==> src/rtl/nes_pad_pkg.sv <==
// Shared definitions for the NES controller poller: FSM states, button bit
// positions and protocol timing constants.
package nes_pad_pkg;

    typedef enum logic [2:0] {
        IDLE   = 3'd0,
        LATCH  = 3'd1,
        CLK_HI = 3'd2,
        CLK_LO = 3'd3,
        DONE   = 3'd4
    } state_e;

    localparam int BTN_A      = 0;
    localparam int BTN_B      = 1;
    localparam int BTN_SELECT = 2;
    localparam int BTN_START  = 3;
    localparam int BTN_UP     = 4;
    localparam int BTN_DOWN   = 5;
    localparam int BTN_LEFT   = 6;
    localparam int BTN_RIGHT  = 7;

    localparam int LATCH_TICKS = 2;
    localparam int NUM_PULSES  = 7;

endpackage

==> src/rtl/tick_gen.sv <==
// Protocol tick prescaler: counts 0..TICK_CYCLES-1 and flags the last count.
module tick_gen #(
    parameter int TICK_CYCLES = 300
) (
    input  logic clk,
    input  logic Reset,
    input  logic clr,
    output logic tick
);

    localparam int CW = (TICK_CYCLES > 1) ? $clog2(TICK_CYCLES) : 1;

    logic [CW-1:0] cnt_q;
    logic [CW-1:0] cnt_d;

    assign tick = (cnt_q == CW'(TICK_CYCLES - 1));

    // Next count: clear wins, otherwise wrap on tick.
    always_comb begin
        cnt_d = cnt_q;
        if (clr) begin
            cnt_d = '0;
        end else if (tick) begin
            cnt_d = '0;
        end else begin
            cnt_d = cnt_q + CW'(1);
        end
    end

    // Count register.
    always_ff @(posedge clk or negedge Reset) begin
        if (!Reset) begin
            cnt_q <= '0;
        end else begin
            cnt_q <= cnt_d;
        end
    end

endmodule

==> src/rtl/nes_pad_poller.sv <==
// NES controller poller: latches the pad's 4021, clocks out 8 bits and
// publishes them active-high, on request or periodically.
module nes_pad_poller
    import nes_pad_pkg::*;
#(
    parameter int TICK_CYCLES = 300,
    parameter int POLL_TICKS  = 2778
) (
    input  logic       clk,
    input  logic       Reset,
    input  logic       auto_en,
    input  logic       poll_req,
    input  logic       pad_data,
    output logic       pad_latch,
    output logic       pad_clk,
    output logic [7:0] buttons,
    output logic       buttons_valid,
    output logic       busy
);

    localparam int TW = $clog2(POLL_TICKS);

    state_e        state_q, state_d;
    logic [0:0]    lat_cnt_q, lat_cnt_d;
    logic [2:0]    bit_cnt_q, bit_cnt_d;
    logic [7:0]    data_q, data_d;
    logic [TW-1:0] timer_q, timer_d;
    logic [7:0]    buttons_q;
    logic          pad_latch_q, pad_clk_q, valid_q, busy_q;
    logic          tick_s, auto_hit_s, start_s;

    tick_gen #(.TICK_CYCLES(TICK_CYCLES)) u_tick (
        .clk   (clk),
        .Reset (Reset),
        .clr   (start_s),
        .tick  (tick_s)
    );

    assign auto_hit_s = auto_en && tick_s && (timer_q == TW'(POLL_TICKS - 1));
    assign start_s    = (state_q == IDLE) && (poll_req || auto_hit_s);

    // Poll timer: counts ticks while auto polling is enabled.
    always_comb begin
        timer_d = timer_q;
        if (!auto_en || start_s) begin
            timer_d = '0;
        end else if (tick_s && (timer_q != TW'(POLL_TICKS - 1))) begin
            timer_d = timer_q + TW'(1);
        end else begin
            timer_d = timer_q;
        end
    end

    // FSM next state; bits are captured on the tick that ends LATCH / CLK_HI.
    always_comb begin
        state_d   = state_q;
        lat_cnt_d = lat_cnt_q;
        bit_cnt_d = bit_cnt_q;
        data_d    = data_q;
        case (state_q)
            IDLE: begin
                if (start_s) begin
                    state_d   = LATCH;
                    lat_cnt_d = 1'b0;
                    bit_cnt_d = 3'd0;
                    data_d    = 8'h00;
                end else begin
                    state_d = IDLE;
                end
            end
            LATCH: begin
                if (tick_s) begin
                    if (lat_cnt_q == 1'(LATCH_TICKS - 1)) begin
                        state_d        = CLK_HI;
                        data_d[BTN_A]  = pad_data;
                    end else begin
                        lat_cnt_d = lat_cnt_q + 1'b1;
                    end
                end else begin
                    state_d = LATCH;
                end
            end
            CLK_HI: begin
                if (tick_s) begin
                    state_d                     = CLK_LO;
                    data_d[bit_cnt_q + 3'd1]    = pad_data;
                end else begin
                    state_d = CLK_HI;
                end
            end
            CLK_LO: begin
                if (tick_s) begin
                    if (bit_cnt_q == 3'(NUM_PULSES - 1)) begin
                        state_d = DONE;
                    end else begin
                        state_d   = CLK_HI;
                        bit_cnt_d = bit_cnt_q + 3'd1;
                    end
                end else begin
                    state_d = CLK_LO;
                end
            end
            DONE: begin
                state_d   = IDLE;
                bit_cnt_d = 3'd0;
            end
            default: begin
                state_d = IDLE;
            end
        endcase
    end

    // State, counters and outputs; outputs follow the state being entered.
    always_ff @(posedge clk or negedge Reset) begin
        if (!Reset) begin
            state_q     <= IDLE;
            lat_cnt_q   <= 1'b0;
            bit_cnt_q   <= 3'd0;
            data_q      <= 8'h00;
            timer_q     <= '0;
            buttons_q   <= 8'h00;
            pad_latch_q <= 1'b0;
            pad_clk_q   <= 1'b0;
            valid_q     <= 1'b0;
            busy_q      <= 1'b0;
        end else begin
            state_q     <= state_d;
            lat_cnt_q   <= lat_cnt_d;
            bit_cnt_q   <= bit_cnt_d;
            data_q      <= data_d;
            timer_q     <= timer_d;
            pad_latch_q <= (state_d == LATCH);
            pad_clk_q   <= (state_d == CLK_HI);
            valid_q     <= (state_d == DONE);
            busy_q      <= (state_d != IDLE);
            if (state_d == DONE) begin
                buttons_q <= ~data_d;
            end else begin
                buttons_q <= buttons_q;
            end
        end
    end

    assign pad_latch     = pad_latch_q;
    assign pad_clk       = pad_clk_q;
    assign buttons       = buttons_q;
    assign buttons_valid = valid_q;
    assign busy          = busy_q;

endmodule

==> config.mk <==
export PLATFORM = sky130hd
export DESIGN_NAME = nes_pad_poller
export DESIGN_NICKNAME = d
export VERILOG_FILES = /design/src/rtl/nes_pad_pkg.sv /design/src/rtl/tick_gen.sv /design/src/rtl/nes_pad_poller.sv
export SDC_FILE = /design/constraint.sdc
export NUM_CORES = 1
export LEC_CHECK = 0
export CORE_UTILIZATION = 55
export CTS_BUF_LIST = sky130_fd_sc_hd__clkbuf_8
export DETAILED_ROUTE_END_ITERATION = 7
export GPL_ROUTABILITY_DRIVEN = 1
export PLACE_DENSITY = 0.75
export SKIP_CTS_REPAIR_TIMING = 1
export SYNTH_ARGS = -nofsm -noshare
export SYNTH_HDL_FRONTEND = slang
export SYNTH_SLANG_ARGS = --single-unit
==> constraint.sdc <==
create_clock -name clk -period 2.1 [get_ports clk]
set_input_delay 0.315 -clock clk [delete_from_list [all_inputs] [get_ports clk]]
set_output_delay 0.315 -clock clk [all_outputs]
set_load 0.03 [all_outputs]
==> results by group, run 1 <==
Power and ir drop
  – Leak Pwr: 0.00138 uW
  – Sequential power share: 59.6%
  – Sw frac: 20.7%
  – Pwr Density: 512 mW/mm2
  – VDD IR max: 365 uV
  – Cell internal pwr: 1230 uW
  – Sw Pwr: 323 uW
  – Final Power: 1560 uW
  – Clock power share: 37.6%
  – Combinational Power Share: 2.9%

Hold path
  – Hold Crit Class: in -> async

Layout
  – Fin cells: 337
  – Final-layout fill cell count: 325
  – Diode count: 0
  – Final core occ: 69.9%
  – Cell area after layout: 0.00304 mm2
  – Layout cells sized above 1: 21.4%
  – Nets: 295
  – Layout area overhead: 22.7%

Placement
  – DP HPWL: 3440 um
  – Gpl congestion: 0.858
  – Placed instance count: 325
  – Port Buffers: 16
  – Post-Place Cell Area: 0.00282 mm2

Timing
  – Slew margin rel.: 59.9%
  – Fmax: 0.489 GHz
  – Min cycle time layout: 2040 ps
  – Final worst-path cycle share: 97.3%
  – Worst-Margin Slew: 598 ps
  – Setup-failing EPs final: 0
  – Fin. max-slew vios: 0
  – Fin Setup TNS: 0 ps
  – Clock skew: 6.45 ps
  – Final hold violation count: 0

Floorplan
  – Initial Utilization: 57.0%
  – Core Box Area: 0.00435 mm2
  – # rows: 24
  – Die H: 69.2 um
  – Die extent in x: 69.2 um
  – Ports: 17
  – Full die area: 0.00478 mm2

Clock network
  – TritonCTS Sinks: 48
  – Clk slew on worst S/H paths: 80 ps
  – CTS root buffer: clkbuf_8
  – Clk_lat worst skew: 300 ps
  – Cts bufs inserted: 5
  – Clock buffer depth: 2
  – CTS tree: yes
  – CTS H-tree lvls: 2

Global route
  – Largest net degree at the start of global routing: 26
  – Vias in the first global route: 1,809
  – GRT Util Overall: 22.2%
  – Grt ovf: 0
  – First-pass GRT wire length: 8470 um
  – Initial antenna violation count: 0

Synth
  – Synth Cell Area: 0.00248 mm2
  – FF+latch count, synth: 48
  – YS warnings: 0
  – Register area share after synthesis: 48.4%
  – Post-Syn Nets: 256
  – Distinct cells, synth: 48
  – Post-synth EDFFs: 0
  – Synth Area per Inst: 10.1 um2
  – Dominant synthesized flop cell: dfrtp_1
  – Synth async-reset ratio: 100%
  – Post-Syn Instances: 246

Routing
  – Drt first pass iters: 5
  – DR vias/cell: 5.85
  – Total number of vias: 1,972
  – Antenna-violating nets left: 0
  – Initial DRC count: 146
  – Final WL: 5080 um
  – Post-route DRC: 0
  – Avg WL per Cell: 15.1 um

Critical path
  – Startpoint types: register
  – Worst setup path endpoint: buttons[5]
  – Crit. End Element: register
  – Arr. time, crit path: 2230 ps
  – CP Cell Sequence: or4b_1 -> buf_6 -> nor4_2 -> mux2i_1 -> a31oi_1 -> mux2_2
  – Launch point of the worst path: u_tick.cnt_q[7]
  – Reg2reg end: buttons[5]
  – Max incr delay on CP: 530 ps
  – Peak fanout along the critical path: 5
  – Critical R2R Launch: u_tick.cnt_q[7]
  – R2R depth: 6
  – R2r setup slk: 60 ps
  – Critical Path RT: 2290 ps
  – Crit path kind: reg -> reg
  – CP max-delay cell: or4b_1

Status
  – Status: finished, final reports clean

Run
  – Max Cap Viol: 0
==> synth_stat cells, drive strengths merged (6+ instances only) <==
cell	instances	area (um2)
mux2	7	78.8
a21oi	6	30.0
dfrtp	48	1200
a31oi	9	62.6
nand3	10	50.1
o21ai	8	40.0
nand2	20	75.1
nand4	7	50.1
xnor2	10	87.6
xor2	9	78.8
mux2i	6	60.1
inv	14	52.6
nor2	31	133
nor3	12	60.1
==> kinds of logic after synthesis <==
group	synth area share [%]
buf+inv	3.78
simple gates	24.0
xor+xnor	6.71
flops	48.4
fa+ha+maj	2.52
compound gates	8.98
mux	5.60
==> worst min-delay path by stage <==
stage	slack (ps)	startpoint	to
after floorplan	20	Reset	async pin
after detailed placement	340	Reset	timer_q[11]
final	0.8	Reset	timer_q[5]
after CTS	20	Reset	timer_q[11]
after global placement	330	Reset	timer_q[5]
after global routing	50	Reset	timer_q[11]
==> placed cells by master, fill, tap and decap left out, types with 4 or more instances in the layout <==
cell type,n
a21oi_1,6
a31oi_1,4
a31oi_2,5
buf_4,21
clkbuf_8,7
clkdlybuf4s50_1,15
dfrtp_1,48
inv_1,13
mux2_2,7
mux2i_1,6
nand2_1,20
nand3_1,10
nand4_1,6
nor2_1,30
nor3_1,11
o21ai_1,5
xnor2_1,9
xor2_1,9
==> routing by layer <==
| metal | vias to the layer above | global-route usage, % | wire length, um |
|---|---|---|---|
| li1 | 940 | - | - |
| met1 | 948 | 32.3 | 2270 |
| met2 | 73 | 33.2 | 2400 |
| met3 | 11 | 4.82 | 331 |
| met4 | 0 | 6.80 | 79 |
| met5 | - | 0 | 0 |
==> power by group through the flow <==
stage               sequential [uW]  clock [uW]  combinational (uW)
CTS                             927         600                46.1
global placement                945           0                45.4
global route                    927         636                51.9
floorplan                       945           0                9.17
finish                          927         585                44.8
detailed placement              945           0                45.8
==> worst max-delay path: cells and delay by family (launching register included) <==
family	cells	cell delay, ps
buffers and inverters	1	160
AO/OA/AOI/OAI	1	70
AND/OR/NAND/NOR	2	820
flip-flops	1	380
multiplexers	2	500
==> area by class of cell <==
| cell class | count | area (um2) | share of cell area [%] |
|---|---|---|---|
| clock buffers | 7 | 96.3 | 3.17 |
| inverters | 14 | 52.6 | 1.73 |
| multi-input cells | 176 | 1280 | 42.0 |
| flip-flops and latches | 48 | 1200 | 39.5 |
| well taps | 52 | 65.1 | 2.14 |
| repair buffers | 40 | 349 | 11.5 |
==> metrics by stage <==
| stage | hold slack [ps] | setup WS (ps) |
|---|---|---|
| after CTS | 19.7 | 28.1 |
| after global routing | 50.4 | -2.36 |
| after detailed placement | 345 | 45.0 |
| final | 0.836 | 57.1 |
| after floorplan | 19.4 | 61.4 |
| after global placement | 331 | 70.5 |
Note: power is estimated with default switching activity, not from simulation.
==> inputs of run 2 (changes only) <==
Settings changed: PLACE_DENSITY 0.75 to not set, PLACE_DENSITY_LB_ADDON set to 0.25.
==> results by group, run 2 (synthesis results as in run 1) <==
Layout
  – Diode count: 0
  – Nets: 294
  – Layout cells sized above 1: 21.8%
  – Most frequent cells in the layout: 47 x dfrtp_1, 30 x nor2_1, 21 x buf_4, 19 x nand2_1
  – Register area: 0.00120 mm2
  – Final-layout fill cell count: 333
  – Footprint of the multi-input gates: 0.00131 mm2
  – Layout area overhead: 22.8%
  – Commonest non-fill, non-tap cell in the layout: dfrtp_1
  – Cell area after layout: 0.00304 mm2

Floorplan
  – Initial Utilization: 57.0%
  – Core Box Area: 0.00435 mm2
  – # rows: 24
  – Full die area: 0.00478 mm2
  – Ports: 17
  – Die H: 69.2 um
  – Die extent in x: 69.2 um

Critical path
  – Crit. End Element: register
  – Peak fanout along the critical path: 7
  – Critical Path RT: 2280 ps
  – Arr. time, crit path: 2220 ps
  – Startpoint types: register
  – Crit path kind: reg -> reg

Clock network
  – Clock buffer depth: 2
  – TritonCTS Sinks: 48
  – Clk_lat worst skew: 300 ps
  – Cts bufs inserted: 5
  – CTS root buffer: clkbuf_8
  – Clk slew on worst S/H paths: 80 ps
  – CTS H-tree lvls: 2
  – CTS tree: yes

Routing
  – Post-route DRC: 0
  – DR vias/cell: 5.69
  – Avg WL per Cell: 15.2 um
  – Total number of vias: 1,916
  – Antenna-violating nets left: 0
  – Drt first pass iters: 4
  – Final WL: 5120 um
  – Initial DRC count: 180

Global route
  – Vias in the first global route: 1,793
  – Grt ovf: 0
  – First-pass GRT wire length: 8340 um
  – Largest net degree at the start of global routing: 28
  – GRT Util Overall: 22.1%
  – Initial antenna violation count: 0

Status
  – Status: finished, final reports clean

Timing
  – Final hold violation count: 0
  – Slew margin rel.: 53.6%
  – Worst setup margin: 60.2 ps
  – Worst-Margin Slew: 691 ps
  – Fmax: 0.490 GHz
  – Clock skew: 4.25 ps
  – Final worst-path cycle share: 97.1%
  – Fin. max-slew vios: 0
  – Min cycle time layout: 2040 ps
  – Setup-failing EPs final: 0

Placement
  – DP HPWL: 3470 um
  – Post-Place Cell Area: 0.00282 mm2
  – DP Worst Slack: 16.8 ps
  – Gpl congestion: 0.894
  – Port Buffers: 16

Power and ir drop
  – Sw Pwr: 325 uW
  – Cell internal pwr: 1200 uW
  – Leak Pwr: 0.00140 uW
  – VDD IR max: 298 uV
  – Pwr Density: 500 mW/mm2
  – Sequential power share: 60.9%
  – Combinational Power Share: 2.7%
  – Sw frac: 21.3%
  – Clock power share: 36.4%

Hold path
  – Hold Crit Class: in -> async

Run
  – Max Cap Viol: 0
run 2: cell count changes in the layout (fill, tap and decap cells not counted), moves of 2 or more:
cell | before | now
a31oi_2 | 5 | 7
a31oi_1 | 4 | 2
inv_1 | 13 | 15
nor4_2 | 3 | 1
run 2: worst paths after layout:
| check | depth (start not counted) | to | startpoint | slack, ps |
|---|---|---|---|---|
| worst min-delay path | 1 | timer_q[3] | Reset | 3 |
| max in group asynchronous | 2 | u_tick.cnt_q[0] | Reset | 1450 |
| worst min register to register | 1 | buttons[1] | register | 450 |
| worst max register to register | 7 | busy | timer_q[0] | 60 |
| min in group clk | 1 | buttons[1] | register | 450 |
| worst max-delay path | 7 | busy | timer_q[0] | 60 |
run 2: area by class of cell:
cell class                      instances  share of cell area [%]
Multi-Input combinational cell        176                    42.9
Clock inverter                          2                   0.247
Timing Repair Buffer                   39                    10.8
Sequential cell                        48                    39.5
Tap cell                               52                    2.14
Clock buffer                            6                    2.71
Inverter                               14                    1.73
run 2: critical path, stage by stage, from the launching register on:
cell and delay [ps]:
dfrtp_1 430, ha_1 230, nand4bb_1 140, nor4_2 70, buf_4 160, a31oi_2 400
o211ai_2 140, or3_1 350
run 2: stage by stage:
| step | util, % | hold WS, ps | total power [uW] | instances | TNS (ps) |
|---|---|---|---|---|---|
| after floorplan | - | 19.4 | 954 | 246 | 0 |
| after global placement | 64.7 | 339 | 987 | 326 | 0 |
| after detailed placement | 64.7 | 349 | 988 | 326 | 0 |
| after CTS | 66.7 | 18.7 | 1540 | 334 | 0 |
| after global routing | 69.9 | 56.0 | 1570 | 337 | -25.9 |
| final | 69.9 | 2.93 | 1520 | 337 | 0 |
run 2: power by group through the flow:
stage	sequential (uW)	combinational [uW]	clock (uW)
finish	927	41.4	553
detailed placement	945	42.3	0
global route	927	48.2	592
floorplan	945	9.17	0
CTS	927	42.3	571
global placement	945	41.6	0
run 2: metal layers:
layer	routed length (um)	track usage [%]	up-vias
li1	-	-	940
met4	66	7.48	0
met5	0	0	-
met3	187	5.26	8
met1	2440	30.0	925
met2	2430	35.0	43
==> inputs of run 3 (changes only) <==
--- a/config.mk
+++ b/config.mk
@@ -7,4 +7,5 @@
 export LEC_CHECK = 0
-export CORE_UTILIZATION = 55
+export CORE_UTILIZATION = 61
 export CTS_BUF_LIST = sky130_fd_sc_hd__clkbuf_8
+export CTS_CLUSTER_DIAMETER = 30
 export DETAILED_ROUTE_END_ITERATION = 7
==> constraint.sdc (replaced) <==
create_clock -name clk -period 2 [get_ports clk]
set_input_delay 0.3 -clock clk [delete_from_list [all_inputs] [get_ports clk]]
set_output_delay 0.3 -clock clk [all_outputs]
set_load 0.005 [all_outputs]
==> results by group, run 3 (synthesis results as in run 1) <==
Power and ir drop
  – Pwr Density: 485 mW/mm2
  – Final Power: 1560 uW
  – VDD IR max: 664 uV
  – Leak Pwr: 0.00143 uW

Critical path
  – Launch point of the worst path: u_tick.cnt_q[1]
  – Critical R2R Launch: u_tick.cnt_q[1]
  – Peak fanout along the critical path: 10
  – Reg2reg end: buttons[5]
  – Crit. End Element: register
  – Startpoint types: register
  – Critical Path RT: 2190 ps
  – R2R depth: 6
  – R2r setup slk: -160 ps
  – Arr. time, crit path: 2350 ps
  – Crit path kind: reg -> reg

Floorplan
  – Initial Utilization: 65.8%
  – Core Box Area: 0.00377 mm2
  – Full die area: 0.00432 mm2
  – Die H: 65.8 um
  – Ports: 17
  – Die extent in x: 65.8 um
  – # rows: 22

Routing
  – Met3 wire length: 395 um
  – M1 wire length: 2530 um
  – Max Used Layer: met4
  – Total number of vias: 2,160
  – Final WL: 6590 um
  – Avg WL per Cell: 19.4 um
  – Antenna-violating nets left: 0
  – Initial DRC count: 193
  – Met2 WL: 3260 um
  – Drt first pass iters: 4
  – DR vias/cell: 6.35
  – Post-route DRC: 0

Placement
  – Placed instance count: 329
  – Port Buffers: 16
  – DP Worst Slack: -106 ps
  – DP HPWL: 3800 um
  – Gpl congestion: 0.897

Timing
  – Final worst-path cycle share: 108%
  – Slew margin rel.: 64.7%
  – Fmax: 0.463 GHz
  – Worst-Margin Slew: 530 ps
  – Clock skew: 3.82 ps
  – Final hold violation count: 22
  – Fin Setup TNS: -1120 ps
  – Fin. max-slew vios: 0
  – Worst hold slack: -34.2 ps
  – RSZ-0062 raised after global routing: yes
  – Worst setup margin: -158 ps
  – Setup-failing EPs final: 14
  – Min cycle time layout: 2160 ps

Global route
  – Largest net degree at the start of global routing: 27
  – Vias in the first global route: 1,976
  – First-pass GRT wire length: 8980 um
  – Grt ovf: 0
  – Initial antenna violation count: 0
  – GRT Util Overall: 28.2%

Status
  – Violated checks: negative hold slack, negative setup slack
  – Status: finished with violations

Layout
  – Nets: 302
  – Fin cells: 340
  – Most frequent cells in the layout: 46 x dfrtp_1, 29 x nor2_1, 27 x buf_4, 20 x nand2_1, 15 x clkdlybuf4s50_1
  – Layout area overhead: 29.9%
  – Commonest non-fill, non-tap cell in the layout: dfrtp_1
  – Layout cells sized above 1: 26.7%
  – Diode count: 0

Clock network
  – Cts bufs inserted: 5
  – Clk_lat worst skew: 300 ps
  – CTS tree: yes
  – Clk slew on worst S/H paths: 80 ps
  – TritonCTS Sinks: 48
  – CTS H-tree lvls: 2
  – CTS root buffer: clkbuf_8
  – Clock buffer depth: 2

Run
  – Max Cap Viol: 0

Hold path
  – Hold Crit Class: in -> async
## run 3: routing by layer
| metal | global-route usage [%] | up-vias |
|---|---|---|
| li1 | - | 960 |
| met1 | 35.2 | 1055 |
| met2 | 46.9 | 110 |
| met3 | 6.08 | 35 |
| met4 | 11.4 | 0 |
| met5 | 0 | - |
## run 3: worst max-delay path by stage
stage	to	slack, ps
6_report	buttons[5]	-160
5_1_grt	buttons[5]	-180
4_1_cts	busy	-120
3_5_place_dp	busy	-110
3_3_place_gp	buttons[4]	-30
2_1_floorplan	buttons[7]	-40
## run 3: stage by stage
step / instance area (um2) / util (%)
after floorplan: 2480 / -
after global placement: 2870 / 76.1
after detailed placement: 2870 / 76.1
after CTS: 2950 / 78.1
after global routing: 3220 / 85.4
final: 3220 / 85.4
## run 3: final cells by class
type | instances | area [um2]
Multi-Input combinational cell | 176 | 1420
Clock buffer | 5 | 68.8
Fill cell | 198 | 551
Sequential cell | 48 | 1200
Tap cell | 48 | 60.1
Inverter | 14 | 52.6
Clock inverter | 2 | 8.76
Timing Repair Buffer | 47 | 412
## run 3: power by group
group | internal, uW | switching [uW]
Clock | 233 | 306
Combinational | 16.9 | 32.7
Sequential | 971 | 1.98
Total | 1220 | 341
## run 3: worst max-delay path, cell delays in order, from the launching register on
cell and delay, ps:
dfrtp_1 420, ha_2 260, and4b_1 270, nand2_1 190, nor3_1 300, buf_4 250, mux2_2 360
